[config.mk]
export PLATFORM = sky130hd
export DESIGN_NAME = je_seq_ctrl
export DESIGN_NICKNAME = d
export VERILOG_FILES = /design/src/rtl/je_pkg.sv /design/src/rtl/je_wr_fifo.sv /design/src/rtl/je_seq_ctrl.sv
export SDC_FILE = /design/constraint.sdc
export NUM_CORES = 1
export LEC_CHECK = 0
export CELL_PAD_IN_SITES_DETAIL_PLACEMENT = 0
export CELL_PAD_IN_SITES_GLOBAL_PLACEMENT = 1
export CORE_MARGIN = 4
export CORE_UTILIZATION = 35
export CTS_BUF_LIST = sky130_fd_sc_hd__clkbuf_4 sky130_fd_sc_hd__clkbuf_8
export CTS_CLUSTER_DIAMETER = 50
export DETAILED_ROUTE_END_ITERATION = 8
export PLACE_DENSITY = 0.56
export SYNTH_ARGS = -nofsm -noshare
export SYNTH_HDL_FRONTEND = slang
export SYNTH_SLANG_ARGS = --single-unit
export TNS_END_PERCENT = 100
[constraint.sdc]
create_clock -name clk -period 3.4 [get_ports clk]
set_input_delay 0.34 -clock clk [delete_from_list [all_inputs] [get_ports clk]]
set_output_delay 0.34 -clock clk [all_outputs]
set_load 0.1 [all_outputs]
[src/rtl/je_pkg.sv]
// je_pkg: shared definitions for the JPEG encoder conversion sequencer.
//   - je_state_t : sequencer state encoding
//   - ERR_*      : bit positions inside conv_err
//   - DEF_*      : default geometry / FIFO / sync parameters
//   - owns_rd()  : states in which prep owns the frame-memory read port
package je_pkg;

  typedef enum logic [3:0] {
    ST_IDLE      = 4'd0,
    ST_PREP_REQ  = 4'd1,
    ST_PREP_WAIT = 4'd2,
    ST_ENC_EN    = 4'd3,
    ST_ENC_WAIT  = 4'd4,
    ST_DRAIN     = 4'd5,
    ST_OUT_REQ   = 4'd6,
    ST_OUT_WAIT  = 4'd7,
    ST_ABORT     = 4'd8
  } je_state_t;

  localparam int ERR_OVF  = 0;
  localparam int ERR_SIZE = 1;

  localparam int DEF_HEIGHT     = 200;
  localparam int DEF_WIDTH      = 320;
  localparam int DEF_FIFO_DEPTH = 16;
  localparam int DEF_DONE_SYNC  = 3;

  function automatic logic owns_rd(input je_state_t s);
    return (s == ST_PREP_WAIT) || (s == ST_ENC_EN) ||
           (s == ST_ENC_WAIT)  || (s == ST_DRAIN);
  endfunction

endpackage

[src/rtl/je_wr_fifo.sv]
// je_wr_fifo: single-clock show-ahead FIFO holding writer {address, data}.
// Ports:
//   clk, reset_n   : clock, async active-low reset
//   i_push, i_data : write request and entry
//   i_pop          : consume head entry (ignored when empty)
//   i_clear        : synchronous flush, beats push/pop
//   o_head         : current head entry (valid when !o_empty)
//   o_empty/o_full : occupancy flags
//   o_overflow     : one-cycle pulse when a push is dropped
module je_wr_fifo #(
  parameter int W     = 25,
  parameter int DEPTH = 16
) (
  input  logic         clk,
  input  logic         reset_n,
  input  logic         i_push,
  input  logic [W-1:0] i_data,
  input  logic         i_pop,
  input  logic         i_clear,
  output logic [W-1:0] o_head,
  output logic         o_empty,
  output logic         o_full,
  output logic         o_overflow
);

  localparam int AW = $clog2(DEPTH);

  logic [W-1:0] r_mem [DEPTH];
  logic [AW:0]  r_wr_ptr;
  logic [AW:0]  r_rd_ptr;
  logic         w_pop;
  logic         w_push;

  assign o_empty = (r_wr_ptr == r_rd_ptr);
  assign o_full  = (r_wr_ptr[AW] != r_rd_ptr[AW]) &&
                   (r_wr_ptr[AW-1:0] == r_rd_ptr[AW-1:0]);
  assign w_pop   = i_pop && !o_empty;
  // A push into a full FIFO still fits when the head leaves in the same cycle.
  assign w_push  = i_push && (!o_full || w_pop);
  assign o_overflow = i_push && o_full && !w_pop && !i_clear;
  assign o_head  = r_mem[r_rd_ptr[AW-1:0]];

  always_ff @(posedge clk or negedge reset_n) begin
    if (!reset_n) begin
      r_wr_ptr <= '0;
      r_rd_ptr <= '0;
    end else if (i_clear) begin
      r_wr_ptr <= '0;
      r_rd_ptr <= '0;
    end else begin
      if (w_push) r_wr_ptr <= r_wr_ptr + (AW+1)'(1);
      if (w_pop)  r_rd_ptr <= r_rd_ptr + (AW+1)'(1);
    end
  end

  always_ff @(posedge clk) begin
    if (w_push && !i_clear) r_mem[r_wr_ptr[AW-1:0]] <= i_data;
  end

endmodule

[src/rtl/je_seq_ctrl.sv]
// je_seq_ctrl: conversion sequencer for the JPEG encoder.
// Runs prep -> encode -> drain -> readout, single-shot or continuous, buffers
// writer output in je_wr_fifo and meters it into frame-memory write slots.
// Ports:
//   conv_start/mode/abort       : host request, mode (latched at start), abort
//   conv_busy/end/err/frame_cnt : status; conv_err sticky {size_sat, fifo_ovf}
//   prep_req/prep_ready         : frame preparation handshake
//   enc_en/enc_valid/enc_done   : encoder start, byte strobe, completion
//   wr_valid/wr_addr/wr_data    : writer push into the FIFO
//   mem_write_en/addr/data      : frame-memory write strobe from FIFO head
//   mem_wr_acc                  : memory write slot available
//   rd_sel/rd_start/rd_ack      : read-port owner, readout start, host ack
//   jpeg_size                   : byte count of the current/last frame
//
// state     | meaning
// ----------+-----------------------------------------------
// IDLE      | waiting for conv_start
// PREP_REQ  | prep_req pulse
// PREP_WAIT | waiting for prep_ready
// ENC_EN    | enc_en pulse, byte counter cleared
// ENC_WAIT  | counting bytes until delayed enc_done
// DRAIN     | flushing FIFO to memory
// OUT_REQ   | rd_start pulse, frame counted
// OUT_WAIT  | frame available to host
// ABORT     | aborted, waiting for conv_start low
module je_seq_ctrl
  import je_pkg::*;
#(
  parameter int HEIGHT     = DEF_HEIGHT,
  parameter int WIDTH      = DEF_WIDTH,
  parameter int ASZ        = $clog2(HEIGHT) + $clog2(WIDTH),
  parameter int FIFO_DEPTH = DEF_FIFO_DEPTH,
  parameter int DONE_SYNC  = DEF_DONE_SYNC
) (
  input  logic           clk,
  input  logic           reset_n,
  input  logic           conv_start,
  input  logic           conv_mode,
  input  logic           conv_abort,
  output logic           conv_busy,
  output logic           conv_end,
  output logic [1:0]     conv_err,
  output logic [7:0]     frame_cnt,
  output logic           prep_req,
  input  logic           prep_ready,
  output logic           enc_en,
  input  logic           enc_valid,
  input  logic           enc_done,
  input  logic           wr_valid,
  input  logic [ASZ-1:0] wr_addr,
  input  logic [7:0]     wr_data,
  output logic           mem_write_en,
  output logic [ASZ-1:0] mem_write_addr,
  output logic [7:0]     mem_write_data,
  input  logic           mem_wr_acc,
  output logic           rd_sel,
  output logic           rd_start,
  input  logic           rd_ack,
  output logic [ASZ-1:0] jpeg_size
);

  localparam int FW = ASZ + 8;
  localparam logic [ASZ-1:0] SIZE_MAX = '1;

  je_state_t            r_state;
  je_state_t            w_state_next;
  logic                 r_mode;
  logic                 r_prep_req;
  logic                 r_enc_en;
  logic                 r_rd_start;
  logic                 r_mem_we;
  logic [ASZ-1:0]       r_jpeg_size;
  logic [7:0]           r_frame_cnt;
  logic [1:0]           r_err;
  logic [1:0]           w_err_next;
  logic [DONE_SYNC-1:0] r_done_sync;
  logic                 w_abort;
  logic                 w_start_frame;
  logic                 w_size_sat;
  logic                 w_ovf;
  logic                 w_empty;
  logic                 w_full;
  logic [FW-1:0]        w_head;
  logic                 w_write_ok;

  assign w_abort       = conv_abort && (r_state != ST_IDLE);
  assign w_start_frame = (r_state == ST_IDLE) && conv_start;
  assign w_size_sat    = (r_state == ST_ENC_WAIT) && enc_valid && (r_jpeg_size == SIZE_MAX);
  assign w_write_ok    = !w_empty && mem_wr_acc && !r_mem_we && !w_abort &&
                         ((r_state == ST_ENC_WAIT) || (r_state == ST_DRAIN));

  je_wr_fifo #(.W(FW), .DEPTH(FIFO_DEPTH)) u_fifo (
    .clk        (clk),
    .reset_n    (reset_n),
    .i_push     (wr_valid && (r_state != ST_ABORT)),
    .i_data     ({wr_addr, wr_data}),
    .i_pop      (r_mem_we),
    .i_clear    (w_abort),
    .o_head     (w_head),
    .o_empty    (w_empty),
    .o_full     (w_full),
    .o_overflow (w_ovf)
  );

  always_comb begin
    w_state_next = r_state;
    if (w_abort) begin
      w_state_next = ST_ABORT;
    end else begin
      case (r_state)
        ST_IDLE:      if (conv_start) w_state_next = ST_PREP_REQ;
        ST_PREP_REQ:  w_state_next = ST_PREP_WAIT;
        ST_PREP_WAIT: if (prep_ready) w_state_next = ST_ENC_EN;
        ST_ENC_EN:    w_state_next = ST_ENC_WAIT;
        ST_ENC_WAIT:  if (r_done_sync[DONE_SYNC-1]) w_state_next = ST_DRAIN;
        ST_DRAIN:     if (w_empty && !r_mem_we) w_state_next = ST_OUT_REQ;
        ST_OUT_REQ:   w_state_next = ST_OUT_WAIT;
        ST_OUT_WAIT: begin
          if (!conv_start)          w_state_next = ST_IDLE;
          else if (r_mode && rd_ack) w_state_next = ST_PREP_REQ;
        end
        ST_ABORT:     if (!conv_start) w_state_next = ST_IDLE;
        default:      w_state_next = ST_IDLE;
      endcase
    end
  end

  always_comb begin
    w_err_next = w_start_frame ? 2'b00 : r_err;
    if (w_ovf)      w_err_next[ERR_OVF]  = 1'b1;
    if (w_size_sat) w_err_next[ERR_SIZE] = 1'b1;
  end

  always_ff @(posedge clk or negedge reset_n) begin
    if (!reset_n) begin
      r_state     <= ST_IDLE;
      r_mode      <= 1'b0;
      r_prep_req  <= 1'b0;
      r_enc_en    <= 1'b0;
      r_rd_start  <= 1'b0;
      r_mem_we    <= 1'b0;
      r_jpeg_size <= '0;
      r_frame_cnt <= '0;
      r_err       <= '0;
      r_done_sync <= '0;
    end else begin
      r_state    <= w_state_next;
      // Pulses are decoded from the next state so they line up with the state.
      r_prep_req <= (w_state_next == ST_PREP_REQ);
      r_enc_en   <= (w_state_next == ST_ENC_EN);
      r_rd_start <= (w_state_next == ST_OUT_REQ);
      r_mem_we   <= w_write_ok;
      r_err      <= w_err_next;
      if (w_start_frame) r_mode <= conv_mode;
      if (r_state == ST_ENC_EN)
        r_jpeg_size <= '0;
      else if ((r_state == ST_ENC_WAIT) && enc_valid && (r_jpeg_size != SIZE_MAX))
        r_jpeg_size <= r_jpeg_size + ASZ'(1);
      if ((r_state == ST_OUT_REQ) && (w_state_next == ST_OUT_WAIT))
        r_frame_cnt <= r_frame_cnt + 8'd1;
      // A fresh encode discards any done still travelling from an earlier frame.
      if (r_state == ST_ENC_EN) begin
        r_done_sync <= '0;
      end else begin
        r_done_sync[0] <= enc_done;
        for (int i = 1; i < DONE_SYNC; i++) r_done_sync[i] <= r_done_sync[i-1];
      end
    end
  end

  assign conv_busy      = (r_state != ST_IDLE);
  assign conv_end       = (r_state == ST_OUT_WAIT);
  assign conv_err       = r_err;
  assign frame_cnt      = r_frame_cnt;
  assign prep_req       = r_prep_req;
  assign enc_en         = r_enc_en;
  assign rd_start       = r_rd_start;
  assign rd_sel         = owns_rd(r_state);
  assign jpeg_size      = r_jpeg_size;
  assign mem_write_en   = r_mem_we;
  assign mem_write_addr = r_mem_we ? w_head[FW-1:8] : '0;
  assign mem_write_data = r_mem_we ? w_head[7:0]    : '0;

endmodule

; ---- After elaboration in Yosys (flattened, before gate mapping)
; Memories as Yosys holds them, arrays and structs flattened.
; Cells that the tools add are included.
[word_totals]
register_bits = 49
ramBits = 400
mem_count = 1
[mem_list]
columns = memory, words, width, rd, rd_ports_with_merged_regs, wr, line
row1 = u_fifo.r_mem, 16, 25, 1, 0, 1, je_wr_fifo.sv:28  ; logic [W-1:0] r_mem [DEPTH];
[classes]
addsub = 4
n_eq_ne = 18
n_mux = 23
n_reduce_logical = 37
[op_table]
columns = operator, n
row1 = two-way mux 17 bit, 3
row2 = one-hot mux 4 bit (9 select lines), 1
row3 = two-way mux 4 bit, 8
row4 = "== test 4 x 3 -> 1 bit, second input constant", 6
row5 = logical AND 1 bit, 20
row6 = two-way mux 5 bit, 4
row7 = "adder 17 x 1 -> 17 bit, second input constant", 1
row8 = "== test 17 bit, second input constant", 1
row9 = "!= test 17 bit, second input constant", 1
row10 = "== test 4 x 2 -> 1 bit, second input constant", 3
row11 = "adder 5 x 1 -> 5 bit, second input constant", 2
row12 = nonzero test 2 bit, 5
row13 = "adder 8 x 1 -> 8 bit, second input constant", 1
row14 = "== test 4 x 1 -> 1 bit, second input constant", 2
row15 = two-way mux 8 bit, 1
row16 = == test 5 bit, 1
row17 = zero test 1 bit, 5
row18 = logical OR 1 bit, 5
row19 = == test 4 bit, 1
row20 = "== test 4 bit, second input constant", 1
row21 = zero test 4 bit, 1
row22 = two-way mux 1 bit, 4
row23 = "!= test 4 bit, second input constant", 1
row24 = nonzero test 4 bit, 1
row25 = other kinds (3), 3

; ---- Depth between registers and ports, before layout
[depth]
word_depth = 8
ltp_mapped = 11
depth_no_buf = 10

; ---- Cells and area by module
; Synthesis repeated with hierarchy kept, for this count alone.
[hier_totals]
hier_cells = 950
area_unflattened_um2 = 18071.1
[modules_own_cells]
columns = module, n_inst, cells_each, area_per_inst_um2, seq_area_each_um2
row1 = je_wr_fifo, 1, 725, 15981.6, 12261.8
row2 = je_seq_ctrl, 1, 225, 2089.5, 975.9

; ---- Worst setup path before layout
; Ideal clock, no wire load.
[synth_path]
path_kind = reg2reg
from = register r_mem_we, in the netlist mem_write_en
to = memory u_fifo.r_mem[0][0] (enable)
t_arrival_ps = 3548
required_ps = 2962
setup_slack_ps = -586
path_stages_with_launch = 6
path_buffers = 1
path_cell_list = dfrtp_1 > buf_2 > nor2_1 > a221oi_2 > nand2_1 > nor3_1
[synth_between]
elab_chain_cells = 6
[synth_lines]
columns = element, line
row1 = from (decl), je_seq_ctrl.sv:71  ; logic r_mem_we;
row2 = from (signal assigned), je_seq_ctrl.sv:152  ; r_mem_we <= w_write_ok;
row3 = logical AND 1 bit, je_wr_fifo.sv:37  ; assign w_pop = i_pop && !o_empty;
row4 = logical OR 1 bit, je_wr_fifo.sv:39  ; assign w_push = i_push && (!o_full || w_pop);
row5 = logical AND 1 bit, je_wr_fifo.sv:39
row6 = logical AND 1 bit, je_wr_fifo.sv:57  ; if (w_push && !i_clear) r_mem[r_wr_ptr[AW-1:0]] <= i_data;
row7 = two-way mux 1 bit, je_wr_fifo.sv:57
row8 = two-way mux 1 bit (implied by the code), je_wr_fifo.sv:57
row9 = to (decl), je_wr_fifo.sv:28
; Every way passes these cells.

; ---- Worst setup path in the final report
[layout_path]
from = register u_fifo.r_rd_ptr[0]
to = output port mem_write_addr[10]
[layout_between]
elab_chain_cells = 2
[layout_lines]
columns = element, line
row1 = from (decl), je_wr_fifo.sv:30  ; logic [AW:0] r_rd_ptr;
row2 = from (signal assigned), je_wr_fifo.sv:52  ; if (w_pop) r_rd_ptr <= r_rd_ptr + (AW+1)'(1);
row3 = memory read (16 x 25 bit), -
row4 = two-way mux 17 bit, je_seq_ctrl.sv:181  ; assign mem_write_addr = r_mem_we ? w_head[FW-1:8] : '0;
row5 = to (decl), je_seq_ctrl.sv:53  ; output logic [ASZ-1:0] mem_write_addr,
; Every way passes these cells.

==> results.md <==
- Cell leakage power: 6.95 nW
- Ys flop type: edfxtp_1
- HPWL Detailed: 26800 µm
- I/O pins: 95
- Synth Warn #: 0
- CP max-delay cell: mux4_2
- Antenna viol nets, final: 0
- Hold Path Class: input port to register
- Worst-margin pin slew: 1020 ps
- Total track usage: 15.4%
- RSZ-0062 raised after global routing: no
- Detailed Route WL: 42800 µm
- Iter 0 DRT Violations: 594
- Fmax: 0.313 GHz
- Final Critical Period: 3190 ps
- Tcrit/Tclk final: 93.9%
- Crit path kind: register to output port
- Avg Cell Area, Syn: 17.7 µm²
- Levels on crit path: 5
- Setup Viol. Count Final: 0
- CTS buffer count: 76
- Worst Clk Skew: 29.1 ps
- Post-synthesis register bit count: 449
- Sw Share: 25.3%
- Syn_nets: 1062
- IO buf count: 94
- Initial antenna violation count: 0
- Initial Utilization: 35.7%
- CP Capture Point: mem_write_addr[10]
- Peak VDD IR: 0.406 mV
- Vias post-DR: 9564
- WP data required: 3060 ps
- Crit-path cells: buf_12 -> mux4_2 -> nand2_1 -> o211ai_1 -> buf_12
- Final Hold Viols: 0
- CTS Sinks: 449
- Internal: 9.38 mW
- Die area: 55200 µm²
- Critical Path Most Common Cell: buf_12
- Sequential share of the synthesized area: 73.5%
- Max-cap check violation count: 0
- Core area: 50500 µm²
- Slew Limit Headroom: 31.6%
- Gate power share: 10.5%
- Sw power: 3.18 mW
- Pwr dens: 577 nW/µm²
- CTS max path bufs: 3
- Sequential share of power: 51.4%
- Final Max Slew Viols: 0
- Fraction of registers with async set or reset after synthesis: 10.9%
- Mux cell area share after synthesis: 12.3%
- Worst R2R Setup Slack: 550 ps
- Routed WL per cell: 22.5 µm
- Most common cell after layout, fill and taps aside: edfxtp_1
- Worst R2R Path Depth: 5
- DR vias/cell: 5.03
- Clock Power Share: 38.1%
- Crit path capture type: output port
- Post-Synth XOR/XNOR Area: 1.65%
- Synth-to-Final Area Change: 20.8%
- Rows: 82
- First-pass iteration count of the detailed router: 4
- Worst skew pair latency: 630 ps
- Setup bufs post-CTS: 0
- Nets: 1214
- CP top delay family: buffers and inverters
- Adder-cell share of the synthesized area: 0.556%
- Root Driver: clkbuf_8
- Most frequent cells in the layout: edfxtp_1 (400), nand2_1 (109), clkbuf_8 (82), mux4_2 (75), clkdlybuf4s50_1 (65)
- Simple-gate share of the synthesized area: 6.88%
- Diodes inserted: 0
- Die width: 235 µm
- Status: complete, no violations
- Total gr overflow: 0
- Compound-cell area share of the yosys netlist: 3.31%
- Worst path arrival time: 2850 ps
- Vert. Die Dim: 235 µm
- H-tree depth: 3
- CTS tree: yes
- Share of cells above drive strength 1: 23.7%
- Layout fillers: 4538
- Reg2reg end: u_fifo.r_mem[2][0]
- Mapped Area: 18000 µm²
- Worst-path maximum fanout: 70
- Yosys cell types: 53
- FF-to-FF Start: r_state[1]
- First-pass GRT wire length: 64800 µm
- Gate Count Post-Synth: 1018
- CP peak stage delay: 570 ps
- Layout Utilization: 43.1%
- CP Launch Type: register
- EDFF count, synth: 400
- Via count of the first global-routing pass: 10049
- Critical Path Source: u_fifo.r_rd_ptr[0]
- Worst-path clk slew: 50 ps
- Final estimated routing congestion in global placement: 0.743
- Largest net degree at the start of global routing: 71
- Main combinational cell family by area after synthesis: multiplexers
- Residual DRC count: 0
- CP Buf/Inv Count: 2
- Setup TNS: 0 ps
## routing by layer
layer	GRT usage, %	wire length, µm	vias to the layer above
li1	-	-	4352
met2	22.9	19400	234
met1	22.7	20200	4921
met4	4.74	788	0
met5	0	0	-
met3	3.68	2360	57
## how the worst min path moves through the flow
stage,endpoint,start,cells after the start,slack [ps]
6_report,r_done_sync[0],enc_done,2,280
5_1_grt,r_done_sync[0],enc_done,2,240
3_3_place_gp,r_done_sync[1],r_done_sync[0],1,430
3_5_place_dp,jpeg_size[8],reset_n,1,440
2_1_floorplan,conv_err[0],reset_n,0,40
4_1_cts,r_done_sync[0],enc_done,2,210
## cell families after synthesis
family          Yosys count
fa+ha+maj                 8
simple gates            257
mux                     128
buf+inv                  64
xor+xnor                 34
compound gates           78
flops                   449
## area by class of cell
class | count | area [µm²] | area share [%]
Clock buffer | 103 | 1290 | 5.91
Inverter | 7 | 26.3 | 0.121
Sequential cell | 449 | 13300 | 60.9
Tap cell | 672 | 841 | 3.86
Multi-Input combinational cell | 505 | 4590 | 21.1
Clock inverter | 33 | 223 | 1.02
Timing Repair Buffer | 131 | 1550 | 7.11
## worst register-to-register path: cells and delay by family, from the launching register on
kind                   cells  cell delay [ps]
buffers and inverters      1              420
AOI/OAI and AO/OA          1              450
and+or+nand+nor            3             1080
DFF                        1              520
## metrics by stage
stage	setup slack (ps)	cell area, µm²	power, mW	hold WS, ps	instances
after floorplan	-202	18000	7.41	44.4	1018
after global placement	614	20200	7.90	433	1763
after detailed placement	531	20200	7.91	436	1763
after CTS	42.0	21800	12.8	210	1900
after global routing	17.9	21800	13.2	242	1900
final	207	21800	12.6	277	1900
## cell usage after synthesis, types with 2 or more instances
cell,n,share of area [%]
nor3_1,17,0.47
mux2i_1,51,2.8
or2_2,2,0.069
buf_2,13,0.36
nor2b_1,3,0.10
xnor2_1,23,1.1
a21boi_1,2,0.083
a32oi_1,25,1.2
buf_1,3,0.063
nor3_2,2,0.11
a211oi_1,3,0.13
a21o_1,2,0.083
and3_1,3,0.10
nor4_1,2,0.069
ha_1,8,0.56
buf_4,10,0.42
nand2b_1,4,0.14
o211ai_1,26,1.1
clkbuf_1,28,0.58
mux2_2,2,0.13
mux4_2,75,9.4
inv_1,6,0.13
buf_6,3,0.19
and2_1,6,0.21
nand4_1,30,1.0
o21ai_0,5,0.14
a21oi_1,9,0.25
nand2_1,109,2.3
nand3_1,15,0.42
xor2_1,11,0.53
nor2_1,51,1.1
dfrtp_1,49,6.8
edfxtp_1,400,67
## registers in the layout (all words and copies together) (netlist names)
name and count:
r_done_sync 3, rd_start 1, mem_write_en 1, u_fifo.r_wr_ptr 5, u_fifo.r_mem 400, enc_en 1, jpeg_size 17, prep_req 1
r_state 4, u_fifo.r_rd_ptr 5, r_mode 1, frame_cnt 8, conv_err 2
## power by group through the flow
stage,sequential [mW],combinational (mW),clock [mW]
3_3_place_gp,6.57,1.34,0
2_1_floorplan,6.61,0.802,0
3_5_place_dp,6.58,1.34,0
6_report,6.46,1.31,4.78
5_1_grt,6.49,1.44,5.23
4_1_cts,6.46,1.34,4.97
## what timing repair did
action | in CTS | in global routing
hold buffers | 1 | 0
gates resized for setup | 0 | 1
setup endpoints to repair | 0 | 3
hold endpoints to repair | 28 | 0
Power figures use the tool's default switching activity.
